`src/rtl/seq_shift_add_multiplier.sv`:
```
// Iterative shift-add multiplier that retires one multiplier bit per clock, with a start/busy/done handshake.
// Define SEQ_MULT_SIGNED_EN to add a sign_mode input for two's-complement operands.
module seq_shift_add_multiplier #(
    parameter int WIDTH = 8
) (
    input  logic               clk,
    input  logic               rst,
    input  logic               start,
    input  logic [WIDTH-1:0]   a,
    input  logic [WIDTH-1:0]   b,
`ifdef SEQ_MULT_SIGNED_EN
    input  logic               sign_mode,
`endif
    output logic               busy,
    output logic               done,
    output logic [2*WIDTH-1:0] product
);

    localparam int CNT_W = $clog2(WIDTH + 1);
    localparam int PW    = 2 * WIDTH;
    localparam logic [CNT_W-1:0] LAST_BIT = CNT_W'(WIDTH - 1);

    localparam logic [1:0] IDLE = 2'd0;
    localparam logic [1:0] CALC = 2'd1;
    localparam logic [1:0] FIN  = 2'd2;

    logic [1:0]       state;
    logic [PW-1:0]    acc;
    logic [PW-1:0]    mcand;
    logic [WIDTH-1:0] mplier;
    logic [CNT_W-1:0] cnt;

    logic [PW-1:0]    acc_next;
    logic [PW-1:0]    result;
    logic [WIDTH-1:0] a_mag;
    logic [WIDTH-1:0] b_mag;

`ifdef SEQ_MULT_SIGNED_EN
    logic neg;
    logic neg_load;

    // Magnitudes of signed operands; -2^(WIDTH-1) maps onto 2^(WIDTH-1), which fits unsigned.
    always_comb begin
        a_mag    = (sign_mode && a[WIDTH-1]) ? (~a + 1'b1) : a;
        b_mag    = (sign_mode && b[WIDTH-1]) ? (~b + 1'b1) : b;
        neg_load = sign_mode && (a[WIDTH-1] ^ b[WIDTH-1]);
    end
`else
    always_comb begin
        a_mag = a;
        b_mag = b;
    end
`endif

    always_comb begin
        acc_next = mplier[0] ? (acc + mcand) : acc;
`ifdef SEQ_MULT_SIGNED_EN
        result   = neg ? (~acc_next + 1'b1) : acc_next;
`else
        result   = acc_next;
`endif
    end

    assign busy = (state == CALC);

    // product and done are loaded on the edge into FIN so the result is valid for the whole done cycle.
    always_ff @(posedge clk) begin
        if (rst) begin
            state   <= IDLE;
            acc     <= '0;
            mcand   <= '0;
            mplier  <= '0;
            cnt     <= '0;
            done    <= 1'b0;
            product <= '0;
`ifdef SEQ_MULT_SIGNED_EN
            neg     <= 1'b0;
`endif
        end else begin
            done <= 1'b0;
            case (state)
                IDLE: begin
                    if (start) begin
                        mcand  <= {{WIDTH{1'b0}}, a_mag};
                        mplier <= b_mag;
                        acc    <= '0;
                        cnt    <= '0;
`ifdef SEQ_MULT_SIGNED_EN
                        neg    <= neg_load;
`endif
                        state  <= CALC;
                    end
                end
                CALC: begin
                    acc    <= acc_next;
                    mcand  <= mcand << 1;
                    mplier <= mplier >> 1;
                    cnt    <= cnt + CNT_W'(1);
                    if (cnt == LAST_BIT) begin
                        product <= result;
                        done    <= 1'b1;
                        state   <= FIN;
                    end
                end
                FIN: begin
                    state <= IDLE;
                end
                default: begin
                    state <= IDLE;
                end
            endcase
        end
    end

endmodule

```
`config.mk`:
```
export PLATFORM = sky130hd
export DESIGN_NAME = seq_shift_add_multiplier
export DESIGN_NICKNAME = d
export VERILOG_FILES = /design/src/rtl/seq_shift_add_multiplier.sv
export SDC_FILE = /design/constraint.sdc
export NUM_CORES = 1
export LEC_CHECK = 0
export ABC_AREA = 1
export BUFFER_PORTS_ARGS = -buffer_cell sky130_fd_sc_hd__buf_2
export CAP_MARGIN = 5
export CORE_ASPECT_RATIO = 1.4
export CORE_MARGIN = 3
export CORE_UTILIZATION = 53
export DETAILED_ROUTE_END_ITERATION = 16
export GPL_TIMING_DRIVEN = 0
export PLACE_DENSITY_LB_ADDON = 0.12
export SLEW_MARGIN = 25
export SYNTH_ARGS = -nofsm -noshare
export SYNTH_HDL_FRONTEND = slang
export SYNTH_SLANG_ARGS = --single-unit
export TNS_END_PERCENT = 5
```
`constraint.sdc`:
```
create_clock -name clk -period 2.55 [get_ports clk]
set_clock_uncertainty 0.05 [all_clocks]
set_input_delay 0.51 -clock clk [delete_from_list [all_inputs] [get_ports clk]]
set_output_delay 0.51 -clock clk [all_outputs]
set_load 0.01 [all_outputs]
```
---- Word level (Yosys, flattened, before mapping) ----
Index checks and enable logic that the tools add are counted.
word-level totals
  register bits ........................... 63
  input bits .............................. 19
  word-level logic and storage cells ...... 33
cells by class
  add/sub/neg operators ................... 2
  eq/ne operators ......................... 4
  muxes and demuxes ....................... 13
  bitwise gates (word level) .............. 1
  reductions and logical operators ........ 6
operators by type and width
  operator                                             count
  one-hot mux 16 bit (2 select lines)                  2
  two-way mux 16 bit                                   3
  adder 16 bit                                         1
  one-hot mux 8 bit (2 select lines)                   1
  two-way mux 8 bit                                    1
  one-hot mux 4 bit (2 select lines)                   1
  AND reduction 2 bit                                  3
  adder 4 x 1 -> 4 bit, second input constant          1
  equality test 4 x 3 -> 1 bit, second input constant  1
  two-way mux 2 bit                                    2
  two-way mux 4 bit                                    1
  one-hot mux 2 bit (2 select lines)                   1
  equality test 2 x 1 -> 1 bit, second input constant  1
  zero test 2 bit                                      1
  != test 2 x 1 -> 1 bit, second input constant        1
  != test 2 bit, second input constant                 1
  nonzero test 2 bit                                   1
  OR reduction 2 bit                                   1
  two-way mux 1 bit                                    1
  inverter 1 bit                                       1

---- Depth between registers and ports, before layout ----
Gate-level depths: netlist of the first run.
  depth after elaboration ................. 3
  depth in mapped cells ................... 14
  gate-level depth less buffers ........... 14

---- Worst setup path after synthesis of the first run ----
OpenSTA, ideal clock, no wires.
  kind .................................... register to register
  start point ............................. register acc[0]
  end point ............................... register product[12]
  setup time .............................. 109 ps
  arrival time ............................ 1624 ps
  required time ........................... 2391 ps
  slack ................................... 767 ps
  cell stages (with the launch flop) ...... 14
  buffers on the path ..................... 0
  cells stage by stage .................... dfxtp_1 > ha_1 > fa_1 > nand2_1 > nand2_1 > and2_1 > nand3_1 > nand3_1 > nand2_1 > nand3_1 > nand2_1 > nand2_1 > nand2_1 > inv_1
on the way
  cells in the longest elaborated chain, start to end .. 2
RTL lines
  item                      line  text
  start: declaration        28    logic [PW-1:0] acc;
  start signal: assignment  95    acc <= acc_next;
  adder 16 bit              56    acc_next = mplier[0] ? (acc + mcand) : acc;
  two-way mux 16 bit        56
  end signal: assignment    100   product <= result;
  end: declaration          16    output logic [2*WIDTH-1:0] product
Every way passes these cells.
A chain may end at the register's enable or synchronous reset.

---- Final worst setup path of the first run ----
  start point ............................. register state[0]
  end point ............................... output port busy
on the way
  cells in the longest elaborated chain, start to end .. 1
RTL lines
  item                          line  text
  start: declaration            27    logic [1:0] state;
  start signal: assignment      69    state <= IDLE;
  start signal: assignment      91    state <= CALC;
  start signal: assignment      102   state <= FIN;
  equality test 2 x 1 -> 1 bit  64    assign busy = (state == CALC);
  end: declaration              14    output logic busy,
Every way passes these cells.

==> impl_results.md, run 1 <==
- Number of CTS-inserted buffers: 9
- Via count: 3353
- Vias per cell: 5.24
- Sequential share of the synthesized area: 36.4%
- Dominant cells by area after synthesis: dfxtp_1 36%, nand2_1 21%, nand3_1 5.9%
- Net switching power: 0.558 mW
- Clock transition at path regs: 0.07 ns
- Share of cells above drive strength 1: 14.1%
- Hold Path Sink: mcand[0]
- First-pass GRT wire length: 15.1 mm
- Final Util: 62.1%
- Final Hold Vio Count: 0
- CP cell instances: inv_2 -> nor2_4 -> buf_2 -> buf_2 -> buf_2
- Pin count of the biggest net entering global routing: 11
- Die H: 102 um
- Routability cong.: 0.878
- Synth Register Bits: 63
- Final period utilization: 85.6%
- Final nets: 601
- Drt first pass iters: 4
- CP delay by family, top: buffers and inverters
- Worst hold start: a[0]
- Reg2reg path depth: 13
- Detail Placement HPWL: 6.83 mm
- Data arrival, critical path: 1.62 ns
- Synth-to-Final Area Change: 12.7%
- H-tree depth: 3
- Synth warnings: 0
- Worst slew margin: 58.6%
- Setup TNS: 0 ns
- Achievable Freq: 458 MHz
- Count of final setup violators: 0
- Sequential power share: 50.4%
- Max-cap violations: 0
- Maximum VDD drop: 440 uV
- Share of the synthesized area in the top cell type: 36.4%
- Root buf cell: clkbuf_8
- Port Buf Inserts: 36
- Mapped Cells: 518
- CTS resizes: 0
- Post-Syn Nets: 554
- Area of the mapped netlist: 0.00347 mm2
- Cell mode on critical path: buf_2
- Antenna violations before repair: 0
- Hold_buf cts: 0
- Syn Area/Cell: 6.69 um2
- Post-CTS Setup Bufs: 0
- Overflow after GRT: 0
- CP Max Fanout: 10
- Avg WL per Cell: 13.9 um
- Crit path from: state[0]
- Crit path required time: 1.99 ns
- Flop-to-flop setup slack: 0.48 ns
- ANT cells: 0
- I/O pins: 37
- HP Class: in -> reg
- Minimum clock period: 2.18 ns
- GRT Util Overall: 26.2%
- 1st-iter DRT viols: 165
- Gate power share: 12.1%
- Slowest cell on crit path: dfxtp_1
- Worst skew pair latency: 0.34 ns
- Status: completed
- Area leader, netlist: dfxtp_1
- WP buf/inv: 4
- Vias in the first global route: 3310
- Residual DRC: 0
- FF/Latch Area: 0.00126 mm2
- CTS Sinks: 63
- Pint: 1.49 mW
- Initial Util: 55.1%
- Slew Viols, Final: 0
- Die area: 0.00756 mm2
- PwrDens: 523 mW/mm2
- Width of the die: 74.4 um
- Min-Delay Path Depth: 3
- Crit start category: flip-flop
- Worst setup EP type: output port
- Bufs on Longest Clock Path: 2
- R2R Path End: product[12]
- Crit path kind: reg -> out
- Total core area: 0.00630 mm2
- Final antenna-violating net count: 0
- FF-to-FF Start: acc[0]
- Fill count: 613
- Number of cell rows: 34
- Cell variety after synth: 35
- Leakage: 1.91 nW
- Final WL: 8.89 mm
- Worst slew pin tran: 0.620 ns
- Max incr delay on CP: 0.35 ns
- Clock Power Share: 37.5%
- CTS tree: built
- Net Sw Frac: 27.3%
- RSZ-0062 raised after global routing: no
- Multi-input gate area: 0.00189 mm2
through the flow:
| step | total power, mW | hold WS [ns] | setup WS [ns] | instances | cell area [um2] |
|---|---|---|---|---|---|
| after floorplan | 1.22 | 0.390 | 0.767 | 518 | 3470 |
| after global placement | 1.30 | 0.400 | 0.499 | 626 | 3740 |
| final | 2.05 | 0.372 | 0.368 | 640 | 3910 |
| after detailed placement | 1.30 | 0.411 | 0.478 | 626 | 3740 |
| after global routing | 2.13 | 0.394 | 0.305 | 640 | 3910 |
| after CTS | 2.06 | 0.359 | 0.372 | 640 | 3910 |
cell type report:
| class | instances | share of cell area, % |
|---|---|---|
| Clock inverter | 3 | 0.512 |
| Inverter | 61 | 5.92 |
| Multi-Input combinational cell | 375 | 48.3 |
| Tap cell | 72 | 2.30 |
| Timing Repair Buffer | 36 | 4.61 |
| Clock buffer | 11 | 3.87 |
| Buffer | 19 | 2.24 |
| Sequential cell | 63 | 32.3 |
power groups by stage:
stage / logic [mW] / clock network, mW / registers (mW)
detailed placement: 0.247 / 0 / 1.05
CTS: 0.248 / 0.781 / 1.03
global placement: 0.243 / 0 / 1.05
finish: 0.247 / 0.766 / 1.03
floorplan: 0.171 / 0 / 1.05
global route: 0.280 / 0.817 / 1.03
metal layers:
layer  part of all wire (%)  GRT usage, %  up-vias
met5                      0             0        -
met4                    1.3          9.18        0
met3                    4.0          5.66       10
met2                     52          47.1       69
met1                     42          30.2     1521
li1                       -             -     1753
worst min-delay path, delay by kind of cell:
kind	cells	cell delay [ns]
AO/OA/AOI/OAI	1	0.05
buffers and inverters	1	0.09
AND/OR/NAND/NOR	1	0.05
worst max-delay path by stage:
stage,end,slack (ns),cells past startpoint
finish,busy,0.37,5
global route,busy,0.30,5
CTS,busy,0.37,5
detailed placement,product[12],0.48,13
global placement,product[12],0.50,13
floorplan,product[12],0.77,13
flip-flops by register name (all words and copies together) (netlist names):
signal and flops:
acc 16, cnt 4, done 1, mcand 16
mplier 8, product 16, state 2
synthesized netlist by cell type, drive strengths merged:
library cell	number
nand2	190
xnor2	3
a2bb2oi	1
and2	3
a22oi	7
clkinv	2
clkbuf	6
a21oi	38
nor2	30
xor2	3
fa	1
nand3	42
ha	16
dfxtp	63
buf	13
inv	59
a31oi	8
a21o	2
mux2i	1
nor3	2
or2	13
a221oi	1
o21ai	11
a211oi	1
nand4	2
cell usage in the layout, fill, tap and decap left out, drive strengths merged, types with 7 or more instances in the layout:
master and count:
a22oi 7, dfxtp 63, nand3 42, ha 16
a31oi 8, buf 49, a21oi 38, clkbuf 17
inv 59, nor2 30, o21ai 11, nand2 190
or2 13
cell families (layout without fill, tap and decap cells):
kind of cell / after synthesis / after routing / share of synthesized area [%]
xor gates and xnor gates: 6 / 6 / 1.52
AOI/OAI and AO/OA: 69 / 69 / 11.2
and+or+nand+nor: 282 / 282 / 35.1
muxes: 1 / 1 / 0.289
buffers and inverters: 80 / 130 / 9.20
DFF: 63 / 63 / 36.4
adders and majority gates: 17 / 17 / 6.35
Power figures use the tool's default switching activity.
==> inputs of run 2 (changes only) <==
--- a/config.mk
+++ b/config.mk
@@ -5,7 +5,6 @@
 export SDC_FILE = /design/constraint.sdc
 export NUM_CORES = 1
 export LEC_CHECK = 0
-export ABC_AREA = 1
 export BUFFER_PORTS_ARGS = -buffer_cell sky130_fd_sc_hd__buf_2
 export CAP_MARGIN = 5
 export CORE_ASPECT_RATIO = 1.4
@@ -13,6 +12,7 @@
 export CORE_UTILIZATION = 53
 export DETAILED_ROUTE_END_ITERATION = 16
 export GPL_TIMING_DRIVEN = 0
+export HOLD_SLACK_MARGIN = 0.05
 export PLACE_DENSITY_LB_ADDON = 0.12
 export SLEW_MARGIN = 25
 export SYNTH_ARGS = -nofsm -noshare
==> run 2 against run 1 <==
Combinational power decreased by 4%. Total power rose by 20%. Area after synthesis down 6.1%. Sequential cell count stayed put. Register-to-register slack worse by 0.37 ns. Critical path type is now reg -> reg.
==> impl_results.md, run 2 <==
- Dpl ws: 0.00175 ns
- Share of the synthesized area in the top cell type: 38.7%
- Max-cap violations: 0
- Root buf cell: clkbuf_8
- CTS tree: built
- Leakage: 1.62 nW
- Area leader, netlist: dfxtp_1
- Drt first pass iters: 4
- Placed insts: 481
- Die H: 98.8 um
- Number of CTS-inserted buffers: 9
- Pint: 1.86 mW
- Via count: 2903
- GRT Util Overall: 24.1%
- Hold_buf cts: 0
- Post-CTS Setup Bufs: 0
- Dominant cells by area after synthesis: dfxtp_1 39%, nor2_1 6.5%, a21oi_1 6.1%
- Residual DRC: 0
- Worst skew pair latency: 0.35 ns
- Post-synthesis async set-or-reset flop share: 0%
- Gate power share: 9.6%
- PwrDens: 645 mW/mm2
- Status: completed
- CP Max Fanout: 4
- Vias per cell: 5.85
- H-tree depth: 3
- Final antenna-violating net count: 0
- Vias in the first global route: 2784
- Data arrival, critical path: 2.61 ns
- RSZ-0062 raised after global routing: no
- Synth-to-Final Area Change: 16.5%
- Detail Placement HPWL: 5.77 mm
- Final period utilization: 95.5%
- Sequential share of the synthesized area: 38.7%
- Number of cell rows: 33
- Syn Area/Cell: 8.66 um2
- Count of final setup violators: 0
- Main synth FF type: dfxtp_1
- HP Class: reg -> reg
- Post-Syn Nets: 412
- GR Util met3: 4.08%
- Synth top cells by count: 63 x dfxtp_1, 56 x nor2_1, 40 x a21oi_1
- Synth warnings: 0
- Clock transition at path regs: 0.08 ns
- Crit path kind: reg -> reg
- Total core area: 0.00590 mm2
- Final cell count without fillers: 496
- Busiest grt layer: met2
- Mapped Cells: 376
- Met2 Use GR: 42.0%
- Overflow after GRT: 0
- Routability cong.: 0.838
- I/O pins: 37
- Initial Util: 55.2%
- Pwr Total: 2.45 mW
- Width of the die: 72.3 um
- Die area: 0.00713 mm2
- Port Buf Inserts: 35
- Minimum clock period: 2.44 ns
- Share of cells above drive strength 1: 18.1%
- Net switching power: 0.590 mW
- Avg WL per Cell: 16.4 um
- ANT cells: 0
- Area of the mapped netlist: 0.00326 mm2
- CTS Sinks: 63
- Antenna violations before repair: 0
- Most frequent cells in the layout: 63 x dfxtp_1, 56 x nor2_1, 40 x a21oi_1
- Net Sw Frac: 24.1%
- Pin count of the biggest net entering global routing: 13
- Crit path required time: 2.73 ns
- Largest regs: acc x16, mcand x16, product x16
- Most common cell after layout, fill and taps aside: dfxtp_1
- Cell variety after synth: 47
- Synth Register Bits: 63
- Clock Power Share: 48.0%
- Worst slew margin: 39.3%
- Worst setup EP type: flip-flop
- Achievable Freq: 410 MHz
- Final Hold Vio Count: 0
- Final WL: 8.13 mm
- 1st-iter DRT viols: 166
- Post-synth EDFFs: 0
- Crit start category: flip-flop
- Count leader, synth: dfxtp_1
- Maximum VDD drop: 561 uV
- Final Worst Setup Slack: 0.114 ns
- Worst slew pin tran: 0.905 ns
- Final nets: 457
- GR Util met1: 27.7%
- First-pass GRT wire length: 13.3 mm
- Bufs on Longest Clock Path: 2
- Sequential power share: 42.4%
- Setup TNS: 0 ns
- Slew Viols, Final: 0
## run 2: cells by family (layout without fill, tap and decap cells)
| kind of cell | Yosys count | count (layout) | synth area share (%) |
|---|---|---|---|
| AOI/OAI and AO/OA | 128 | 128 | 27.1 |
| xor gates and xnor gates | 12 | 12 | 3.23 |
| adders and majority gates | 17 | 17 | 6.76 |
| buffers and inverters | 26 | 76 | 3.11 |
| DFF | 63 | 63 | 38.7 |
| muxes | 13 | 13 | 4.15 |
| and+or+nand+nor | 117 | 117 | 16.9 |
## run 2: cell type report
cell class / count / area (um2)
plain buffers: 22 / 86.3
flip-flops and latches: 63 / 1260
well taps: 70 / 87.6
fillers: 513 / 2110
inverters: 3 / 11.3
repair buffers: 35 / 175
multi-input cells: 287 / 1910
clock inverters: 7 / 144
clock buffers: 9 / 124
## run 2: worst paths after layout
check / startpoint / end / slack (ns) / depth (start not counted)
worst max-delay path: mcand[0] / acc[14] / 0.11 / 9
worst min-delay path: product[2] / product[2] / 0.41 / 2
worst max register to register: mcand[0] / acc[14] / 0.11 / 9
worst min register to register: product[2] / product[2] / 0.41 / 2
## run 2: through the flow
step / utilization (%) / hold slack, ns / cell area (um2)
final: 64.3 / 0.408 / 3790
after global routing: 64.3 / 0.426 / 3790
after CTS: 64.3 / 0.412 / 3800
after detailed placement: 59.6 / 0.402 / 3520
after global placement: 59.6 / 0.387 / 3520
after floorplan: - / 0.404 / 3260
## run 2: worst max-delay path, cell delays in order, from the launching register on
cell	delay (ns)
dfxtp_1	0.36
ha_1	0.24
fa_2	0.37
a21o_2	0.24
a31oi_4	0.21
nor4b_1	0.08
a211o_1	0.30
o21bai_1	0.19
a32oi_1	0.20
nor2_1	0.06
## run 2: per-layer routing
| metal | wire length, um | vias up |
|---|---|---|
| li1 | - | 1459 |
| met1 | 3490 | 1365 |
| met2 | 4170 | 62 |
| met3 | 319 | 17 |
| met4 | 145 | 0 |
| met5 | 0 | - |
## run 2: power groups by stage
stage	clock network [mW]	registers (mW)	logic, mW
after floorplan	0	1.05	0.169
after global placement	0	1.06	0.229
after detailed placement	0	1.06	0.233
after CTS	1.19	1.04	0.236
after global routing	1.22	1.04	0.262
final	1.17	1.04	0.236
## run 2: repair_timing
item,CTS,global route
pin swaps,0,1
setup endpoints to repair,1,4
endpoints found under the hold margin,0,0
gates resized for setup,1,1
==> inputs of run 3 (changes only) <==
--- a/config.mk
+++ b/config.mk
@@ -9,11 +9,11 @@
 export CAP_MARGIN = 5
 export CORE_ASPECT_RATIO = 1.4
 export CORE_MARGIN = 3
-export CORE_UTILIZATION = 53
+export CORE_UTILIZATION = 39
 export DETAILED_ROUTE_END_ITERATION = 16
 export GPL_TIMING_DRIVEN = 0
 export HOLD_SLACK_MARGIN = 0.05
-export PLACE_DENSITY_LB_ADDON = 0.12
+export PLACE_DENSITY = 0.67
 export SLEW_MARGIN = 25
 export SYNTH_ARGS = -nofsm -noshare
 export SYNTH_HDL_FRONTEND = slang
==> run 3 against run 2 <==
Register-to-register slack improved by 0.02 ns. Non-clock buffer count unchanged. Clock-buffer cell count grew 4. Sequential share of layout area increased by 0.59 points. First-iteration DRC count shrank 16%. Worst hold slack hardly changed. Critical endpoint unchanged. Largest power group is now registers.
==> impl_results.md, run 3 (synthesis gave the netlist of run 2 again) <==
- Most frequent cells in the layout: 63 x dfxtp_1, 56 x nor2_1, 40 x a21oi_1
- Bufs on Longest Clock Path: 2
- Multi-input gate area: 0.00191 mm2
- Width of the die: 83.2 um
- H-tree depth: 3
- Met3 wire len: 444 um
- ANT cells: 0
- Hold Path Sink: product[2]
- Final Hold Vio Count: 0
- Final nets: 457
- Clock transition at path regs: 0.07 ns
- Die area: 0.00950 mm2
- RSZ-0062 raised after global routing: no
- Flop-to-flop setup slack: 0.13 ns
- Final antenna-violating net count: 0
- Number of cell rows: 38
- CTS Sinks: 63
- Maximum VDD drop: 306 uV
- Number of CTS-inserted buffers: 9
- CP delay by family, top: compound AO/OA/AOI/OAI gates
- Crit path required time: 2.71 ns
- Max incr delay on CP: 0.37 ns
- Worst skew pair latency: 0.34 ns
- Avg WL per Cell: 15.7 um
- Pin count of the biggest net entering global routing: 11
- CP cell instances: ha_1 -> fa_2 -> a21o_2 -> a31oi_4 -> nor4b_1 -> a211o_1 -> o21bai_1 -> a32oi_1 -> nor2_1
- Reg2reg path depth: 9
- Detail Placement HPWL: 6.14 mm
- Final WL: 8.25 mm
- Total core area: 0.00794 mm2
- Worst setup EP type: flip-flop
- Status: completed
- Met2 routed WL: 4.09 mm
- Leakage: 1.58 nW
- Crit path kind: reg -> reg
- Final Util: 47.0%
- FF-to-FF Start: mcand[0]
- Final Worst Setup Slack: 0.134 ns
- Metal1 wirelength: 3.49 mm
- Fill count: 789
- Antenna violations before repair: 0
- First-pass GRT wire length: 13.4 mm
- Worst hold start: product[2]
- Dpl ws: -0.00199 ns
- Slew Viols, Final: 0
- Drt first pass iters: 5
- Vias per cell: 5.54
- Largest regs: acc x16, mcand x16, product x16
- Minimum clock period: 2.42 ns
- CP Max Fanout: 4
- I/O pins: 37
- Post-CTS Setup Bufs: 0
- Count of final setup violators: 0
- PwrDens: 543 mW/mm2
- Root buf cell: clkbuf_8
- Initial Util: 41.0%
- Via count: 2904
- Crit start category: flip-flop
- Hold_buf cts: 0
- Max-cap violations: 0
- 1st-iter DRT viols: 139
- Synth-to-Final Area Change: 14.5%
- Worst slew pin tran: 0.943 ns
- Max layer used: met4
- R2R Path End: acc[14]
- Port Buf Inserts: 35
- Share of cells above drive strength 1: 17.2%
- GRT Util Overall: 17.8%
- Vias in the first global route: 2738
- Most common cell after layout, fill and taps aside: dfxtp_1
- HP Class: reg -> reg
- Residual DRC: 0
- Die H: 114 um
- Slowest cell on crit path: fa_2
- Final period utilization: 94.7%
- Routability cong.: 0.890
- Worst slew margin: 36.7%
- Pwr Total: 2.02 mW
- Min-Delay Path Depth: 2
- Overflow after GRT: 0
- Achievable Freq: 414 MHz
- FF/Latch Area: 0.00126 mm2
- Data arrival, critical path: 2.58 ns
- CTS tree: built
- WP buf/inv: 0
==> run 3: changes by cell type in the layout (fill, tap and decap cells not counted), sizes merged <==
cell,before,now
clkinvlp,2,0
inv,4,3
bufinv,4,0
clkbuf,26,30
clkinv,0,1
==> run 3: where the power goes <==
group,leakage (nW),switching (mW),internal [mW]
logic,0.982,0.140,0.0945
clock network,0.0854,0.358,0.394
registers,0.512,0.0258,1.01
==> run 3: final cells by class <==
class                           instances  area share, %
Clock buffer                           13           4.26
Buffer                                 22           2.32
Clock inverter                          1          0.134
Tap cell                              100           3.36
Inverter                                3          0.302
Multi-Input combinational cell        287           51.1
Timing Repair Buffer                   35           4.70
Sequential cell                        63           33.8
==> run 3: worst reg2reg max path: stages, from the launching register on <==
cell and delay (ns):
dfxtp_1 0.36, ha_1 0.24, fa_2 0.37, a21o_2 0.23, a31oi_4 0.20, nor4b_1 0.09
a211o_1 0.30, o21bai_1 0.19, a32oi_1 0.19, nor2_1 0.05
==> run 3: layer usage <==
layer  up-vias  GRT usage, %
met4         0          9.81
li1       1460             -
met5         -             0
met3        15          4.68
met1      1364          19.7
met2        65          30.9
==> run 3: metrics by stage <==
step / TNS, ns / hold WS [ns] / cells / area [um2]
5_1_grt: 0 / 0.446 / 524 / 3730
4_1_cts: 0 / 0.411 / 525 / 3730
2_1_floorplan: 0 / 0.404 / 376 / 3260
3_3_place_gp: 0 / 0.393 / 511 / 3560
3_5_place_dp: -0.00199 / 0.401 / 511 / 3560
6_report: 0 / 0.408 / 524 / 3730
==> run 3: how the worst max path moves through the flow <==
stage	startpoint	end	slack (ns)	cells after the start
final	mcand[0]	acc[14]	0.13	9
after detailed placement	mcand[0]	acc[14]	-0.002	9
after global routing	mcand[0]	acc[14]	0.0008	9
after floorplan	acc[0]	acc[14]	0.26	9
after global placement	mcand[0]	acc[14]	0.002	9
after CTS	mcand[0]	acc[14]	0.02	9
==> run 3: what timing repair did <==
item	4_1_cts	5_1_grt
setup endpoints to repair	1	4
resized for setup	1	1
pin swaps	0	1
